### src/rtl/ifetch.sv
// Instruction fetch stage: owns the PC, keeps one icache request in flight and queues
// {pc, instruction} pairs toward decode. Define IFETCH_BYPASS_EN to forward into an empty queue.
module ifetch #(
    parameter logic [31:0] RESET_PC = 32'h0000_0000,
    parameter int unsigned FQ_DEPTH = 4
) (
    input  logic        i_clk,
    input  logic        i_rst,
    input  logic        i_redirect_valid,
    input  logic [31:0] i_redirect_pc,
    output logic [31:0] o_req_addr,
    output logic        o_req_valid,
    input  logic [31:0] i_resp_data,
    input  logic        i_resp_valid,
    input  logic        i_resp_ready,
    output logic        o_inst_valid,
    output logic [31:0] o_inst_data,
    output logic [31:0] o_inst_pc,
    input  logic        i_inst_ready
);
    localparam int unsigned PtrW = $clog2(FQ_DEPTH);
    localparam int unsigned CntW = PtrW + 1;
    localparam logic [CntW-1:0] DepthC = CntW'(FQ_DEPTH);

    typedef enum logic [0:0] {StReq, StWait} state_e;

    state_e          r_state;
    logic [31:0]     r_pc;
    logic [31:0]     r_req_pc;
    logic            r_kill;

    logic [31:0]     r_mem_data [FQ_DEPTH];
    logic [31:0]     r_mem_pc   [FQ_DEPTH];
    logic [PtrW-1:0] r_wr_ptr;
    logic [PtrW-1:0] r_rd_ptr;
    logic [CntW-1:0] r_count;
    logic [31:0]     r_head_data;
    logic [31:0]     r_head_pc;

    logic            w_accept;
    logic            w_resp_ok;
    logic            w_bypass;
    logic            w_push;
    logic            w_pop;
    logic            w_fq_valid;
    logic [CntW-1:0] w_count_nxt;
    logic [PtrW-1:0] w_rd_ptr_nxt;
    logic [PtrW-1:0] w_wr_ptr_nxt;
    logic            w_head_from_push;

    // Redirect suppresses issue combinationally so an accept never races a PC change.
    assign o_req_valid = !i_rst && (r_state == StReq) && (r_count < DepthC) && !i_redirect_valid;
    assign o_req_addr  = r_pc;
    assign w_accept    = o_req_valid && i_resp_ready;

    assign w_resp_ok   = (r_state == StWait) && i_resp_valid && !r_kill && !i_redirect_valid;
    assign w_fq_valid  = (r_count != '0);

`ifdef IFETCH_BYPASS_EN
    assign w_bypass = w_resp_ok && !w_fq_valid && i_inst_ready;
`else
    assign w_bypass = 1'b0;
`endif

    assign w_push       = w_resp_ok && !w_bypass;
    assign w_pop        = w_fq_valid && i_inst_ready;
    assign w_count_nxt  = r_count + CntW'(w_push) - CntW'(w_pop);
    assign w_rd_ptr_nxt = r_rd_ptr + PtrW'(w_pop);
    assign w_wr_ptr_nxt = r_wr_ptr + PtrW'(w_push);
    // The slot being written becomes the head when the queue drains onto it.
    assign w_head_from_push = w_push && (r_wr_ptr == w_rd_ptr_nxt);

    assign o_inst_valid = w_fq_valid || w_bypass;
    assign o_inst_data  = w_bypass ? i_resp_data : r_head_data;
    assign o_inst_pc    = w_bypass ? r_req_pc    : r_head_pc;

    always_ff @(posedge i_clk) begin
        if (i_rst) begin
            r_state  <= StReq;
            r_pc     <= RESET_PC;
            r_req_pc <= RESET_PC;
            r_kill   <= 1'b0;
        end else begin
            case (r_state)
                StReq: begin
                    if (w_accept) begin
                        r_req_pc <= r_pc;
                        r_pc     <= r_pc + 32'd4;
                        r_state  <= StWait;
                    end
                end
                StWait: begin
                    if (i_resp_valid) begin
                        r_kill  <= 1'b0;
                        r_state <= StReq;
                    end else if (i_redirect_valid) begin
                        r_kill  <= 1'b1;
                    end
                end
                default: r_state <= StReq;
            endcase
            if (i_redirect_valid) begin
                r_pc <= {i_redirect_pc[31:2], 2'b00};
            end
        end
    end

    always_ff @(posedge i_clk) begin
        if (w_push && !i_rst) begin
            r_mem_data[r_wr_ptr] <= i_resp_data;
            r_mem_pc[r_wr_ptr]   <= r_req_pc;
        end
    end

    // Head registers hold their last value whenever the queue is (or becomes) empty.
    always_ff @(posedge i_clk) begin
        if (i_rst) begin
            r_wr_ptr    <= '0;
            r_rd_ptr    <= '0;
            r_count     <= '0;
            r_head_data <= 32'h0;
            r_head_pc   <= 32'h0;
        end else if (i_redirect_valid) begin
            r_wr_ptr <= '0;
            r_rd_ptr <= '0;
            r_count  <= '0;
        end else begin
            r_wr_ptr <= w_wr_ptr_nxt;
            r_rd_ptr <= w_rd_ptr_nxt;
            r_count  <= w_count_nxt;
            if (w_count_nxt != '0) begin
                if (w_head_from_push) begin
                    r_head_data <= i_resp_data;
                    r_head_pc   <= r_req_pc;
                end else begin
                    r_head_data <= r_mem_data[w_rd_ptr_nxt];
                    r_head_pc   <= r_mem_pc[w_rd_ptr_nxt];
                end
            end
        end
    end

endmodule
### config.mk
export PLATFORM = sky130hd
export DESIGN_NAME = ifetch
export DESIGN_NICKNAME = d
export VERILOG_FILES = /design/src/rtl/ifetch.sv
export SDC_FILE = /design/constraint.sdc
export NUM_CORES = 1
export LEC_CHECK = 0
export CAP_MARGIN = 20
export CORE_UTILIZATION = 45
export CTS_CLUSTER_DIAMETER = 100
export DETAILED_ROUTE_END_ITERATION = 6
export GPL_ROUTABILITY_DRIVEN = 0
export PLACE_DENSITY = 0.69
export SLEW_MARGIN = 30
export SYNTH_ARGS = -nofsm -noshare
export SYNTH_HDL_FRONTEND = slang
export SYNTH_SLANG_ARGS = --single-unit
### constraint.sdc
create_clock -name i_clk -period 7.5 [get_ports i_clk]
set_input_delay 1.5 -clock i_clk [delete_from_list [all_inputs] [get_ports i_clk]]
set_output_delay 1.5 -clock i_clk [all_outputs]
set_load 0.1 [all_outputs]
=== After elaboration in Yosys (flattened, before gate mapping) ===
Memories as Yosys holds them, arrays and structs flattened. A register that Yosys moved wholly into a read port is not among the register bits.
Cells that the tools add are included.

* Register bits after elaboration: 73
* RAM bits: 256
* Output and inout port bits: 98
* Logic and storage cells: 50
* Memories kept: 2

* Add/subtract/negate cells: 5
* $lt $le $gt $ge: 1
* Equality and inequality tests: 1
* Muxes and demuxes: 10
* Bitwise logic cells: 2
* Reduce and logical (&&, ||, !) cells: 21

{| class="wikitable"
|+ Memory list
! name !! depth !! bits a word !! read ports !! clocked after Yosys merged registers in !! wr ports !! RTL line !! text
|-
| r_mem_data || 4 || 32 || 1 || 1 || 1 || 32 || <nowiki>logic [31:0] r_mem_data [FQ_DEPTH];</nowiki>
|-
| r_mem_pc || 4 || 32 || 1 || 1 || 1 || 33 || <nowiki>logic [31:0] r_mem_pc [FQ_DEPTH];</nowiki>
|}

{| class="wikitable"
|+ Operator list
! operator !! count
|-
| two-way mux 32 bit || 3
|-
| adder 32 x 3 -> 32 bit, second input constant || 1
|-
| logical AND 1 bit || 9
|-
| AND reduction 2 bit || 4
|-
| two-way mux 1 bit || 6
|-
| nonzero test 3 bit || 2
|-
| adder 2 x 1 -> 2 bit || 2
|-
| nonzero test 2 bit || 2
|-
| adder 3 x 1 -> 3 bit || 1
|-
| logical NOT 1 bit || 3
|-
| less-than comparator 3 bit, second input constant || 1
|-
| subtractor 3 x 1 -> 3 bit || 1
|-
| != test 2 bit, second input constant || 1
|-
| inverter 1 bit || 2
|-
| case mux 1 bit (2 select lines) || 1
|-
| OR reduction 2 bit || 1
|}

=== Logic depth before layout (Yosys ltp) ===
* Depth in word-level cells: 8
* Gate-level depth with buffers: 13

=== Least setup slack after synthesis ===
Ideal clock, no wire load.

* Path kind: input to register
* From: input i_rst
* To: memory r_mem_data[2][0], enable pin
* Setup time: 571 ps
* Arrival time: 6882 ps
* Slack: 47 ps
* Stages: 5
* Buffers on the path: 2
* Cell sequence: buf_2 -> or2_1 -> clkbuf_1 -> or3_1 -> nor3b_1

* Cells in the longest elaborated chain, start to end: 4

{| class="wikitable"
|+ RTL lines
! element !! RTL line !! text
|-
| from (decl) || 8 || <nowiki>input logic i_rst,</nowiki>
|-
| logical NOT 1 bit || 109 || <nowiki>if (w_push && !i_rst) begin</nowiki>
|-
| logical AND 1 bit || 109 ||
|-
| two-way mux 1 bit || 109 ||
|-
| two-way mux 1 bit (implied by the code) || 110 || <nowiki>r_mem_data[r_wr_ptr] <= i_resp_data;</nowiki>
|-
| to (decl) || 32 ||
|}

Every way passes these cells.

=== Worst setup path after layout ===
* From: input i_redirect_valid
* To: output o_req_valid

* Cells in the longest elaborated chain, start to end: 2

{| class="wikitable"
|+ RTL lines
! element !! RTL line !! text
|-
| from (decl) || 9 || <nowiki>input logic i_redirect_valid,</nowiki>
|-
| logical NOT 1 bit || 52 || <nowiki>assign o_req_valid = !i_rst && (r_state == StReq) && (r_count < DepthC) && !i_redirect_valid;</nowiki>
|-
| logical AND 1 bit || 52 ||
|-
| to (decl) || 12 || <nowiki>output logic o_req_valid,</nowiki>
|}

Every way passes these cells.

==> flow_metrics.py <==
metrics = {
    "finish": {
        "fillCellCount": 2679,
        "nNetsFinal": 1309,
        "most-common-layout-cells": "edfxtp_1 (248), nand2_1 (198), clkdlybuf4s50_1 (154)",
        "fin_area_sq_um": 18200,
        "final_cells": 1706,
        "postLayoutCoreUtil": 0.558,
        "regArea_sq_um": 10100,
        "areaGrowthSynthToFinish_pct": 21.4,
        "multiInputGateArea_sq_um": 4540,
        "drive_gt1_frac": 0.131,
        "final_common_cell": "edfxtp_1",
    },
    "timing": {
        "fmax_mhz": 195,
        "setup_viol": 0,
        "worst_hold_slack_ns": 0.493,
        "rsz0062_at_grt": "false",
        "drv_slew": 0,
        "worstMarginPinSlew_ns": 1.02,
        "finalCriticalPeriod_ns": 5.12,
        "skew_ns": 0.0121,
        "max-slew-margin-rel": 0.319,
        "min_period_over_period": 0.683,
        "fin_tns_setup_ns": 0,
        "finalHoldViolCount": 0,
        "setup_ws_ns": 2.38,
    },
    "logic_synthesis": {
        "synth_edf_count": 248,
        "ys_seq_area_frac": 0.670,
        "netlist_area_sq_um": 15000,
        "synthCells": 1085,
        "synth.avg_cell_area_sq_um": 13.8,
        "ys_types": 53,
        "synth.ff_latch_count": 379,
        "ys_warn_count": 0,
        "ys_top_cells_by_area": "edfxtp_1 (50%), dfxtp_1 (17%), mux4_2 (9.3%)",
        "synth_ff_type": "edfxtp_1",
        "yosysTopAreaCellShare": 0.496,
        "yosysTopAreaCell": "edfxtp_1",
        "async_reset_ff_frac": 0,
    },
    "power_and_ir_drop": {
        "peakVddDrop_uv": 145,
        "p_int_mw": 3.48,
        "p_sw_mw": 1.11,
        "total_power_mw": 4.58,
        "p_sw_frac": 0.241,
        "power.leakage_nw": 6.07,
        "share_seq_of_total_power": 0.498,
        "power_density_nw_per_um2": 251,
        "power_frac_clock": 0.411,
        "p_comb_frac": 0.091,
    },
    "setup_path": {
        "cp-end-kind": "output port",
        "worstReg2RegStart": "r_count[2]",
        "startpoint": "i_redirect_valid",
        "start_kind": "input pin",
        "crit_end": "o_req_valid",
        "crit_fanout": 3,
        "worstSetupPathType": "in2out",
        "r2r_end": "o_inst_data[13]",
        "required_ns": 6.00,
        "worst_ep_arrival_time_ns": 3.62,
        "worst_r2r_path_depth": 8,
        "r2r_setup_slack_ns": 3.54,
    },
    "floorplanning": {
        "die_w_um": 185,
        "die-area_sq_um": 34100,
        "die_y_um": 185,
        "rows": 66,
        "start_util": 0.459,
        "coreArea_sq_um": 32700,
        "io_pins": 168,
    },
    "place": {
        "dp_slack_ns": 2.41,
        "io_buffers": 161,
        "placed_cells": 1633,
        "postPlaceCellArea_sq_um": 17000,
        "dp_hpwl_um": 19900,
    },
    "clock_network": {
        "post_cts_buffers": 0,
        "cts_buffers": 40,
        "cts-root-buf": "clkbuf_16",
        "cts_sinks": 379,
        "cts_htree_levels": 2,
        "cts_hold_buf": 0,
        "clk_path_buf_depth": 3,
        "cts_tree": "done",
        "cts_resized": 0,
        "clk_pin_slew_ns": 0.06,
        "clock_latency_ns": 0.51,
    },
    "detailed_routing": {
        "avgRoutedWirePerCell_um": 20.2,
        "vias_per_cell": 5.48,
        "vias": 9349,
        "drt_wl_total_um": 34500,
        "drt-pass1-iter-count": 5,
        "drc": 0,
        "ant_nets": 0,
        "drt-initial-drc-count": 677,
    },
    "worst_hold_path": {
        "hold_class": "reg2reg",
        "min_path_cells": 2,
    },
    "status": {
        "outcome": "complete, no violations",
    },
    "global_route": {
        "grt_overflow": 0,
        "antenna_found_initial": 1,
        "grt_use_total": 0.207,
        "grt_start_max_net_pins": 83,
        "grt_pass1_vias": 9434,
        "grt_pass1_wl_um": 53900,
    },
    "run": {
        "drv_cap": 0,
    },
}
==> kinds of logic after synthesis <==
logic type                 Yosys count  synth area share
DFF                                379             0.670
AOI/OAI and AO/OA                  137            0.0657
buffers and inverters               96            0.0322
and+or+nand+nor                    362             0.107
muxes                               71            0.0990
other                                1          0.000250
adders and majority gates            6           0.00550
xor gates and xnor gates            33            0.0197
==> Yosys cell counts, types with 7 or more instances <==
cell type and n:
buf_2 35, mux2i_1 9, clkbuf_1 27, xnor2_1 17, nand4_1 10, nand3_1 14
inv_1 19, buf_6 8, a311oi_1 62, o21a_1 13, nand2_1 198, a21oi_1 50
dfxtp_1 131, mux4_2 62, nor2_1 86, xor2_1 15, and3_1 8, edfxtp_1 248
nor4_1 7
==> sequential cells by signal, summed over array words and instances, names as in the netlist <==
register	cells
r_rd_ptr	2
r_req_pc	30
o_inst_data	32
o_req_addr	30
r_mem_data	128
r_state	1
r_count	3
r_kill	1
r_wr_ptr	2
r_mem_pc	120
o_inst_pc	30
==> how the worst min path moves through the flow <==
stage	slack, ns	end	from
floorplan	0.48	r_req_pc[10]	r_req_pc[10]
global placement	0.49	o_inst_data[29]	o_inst_data[29]
detailed placement	0.49	o_inst_data[3]	o_inst_data[3]
CTS	0.50	o_inst_data[3]	o_inst_data[3]
global route	0.51	o_inst_data[3]	o_inst_data[3]
finish	0.49	o_inst_data[3]	o_inst_data[3]
==> per-layer routing <==
layer,vias up,routed length [um],GRT usage
met2,318,16400,0.331
li1,4328,-,-
met1,4659,15300,0.296
met5,-,0,0
met3,44,2280,0.0368
met4,0,505,0.0486
==> layout make-up <==
cell class / count / area share
Sequential cell: 379 / 0.552
Multi-Input combinational cell: 613 / 0.249
Timing Repair Buffer: 180 / 0.0958
Clock buffer: 54 / 0.0595
Tap cell: 442 / 0.0303
Clock inverter: 18 / 0.00906
Inverter: 19 / 0.00391
Antenna cell: 1 / 0.000137
==> critical path, cell delays in order <==
cell             delay, ns
buf_2                 0.13
nor4_1                0.71
clkdlybuf4s50_1       1.28
==> power groups by stage <==
stage | clock, mW | sequential, mW | combinational, mW
CTS | 1.92 | 2.28 | 0.419
detailed placement | 0 | 2.33 | 0.417
floorplan | 0 | 2.50 | 0.110
finish | 1.88 | 2.28 | 0.417
global route | 2.01 | 2.29 | 0.437
global placement | 0 | 2.33 | 0.414
(Power assumes the default switching activity.)
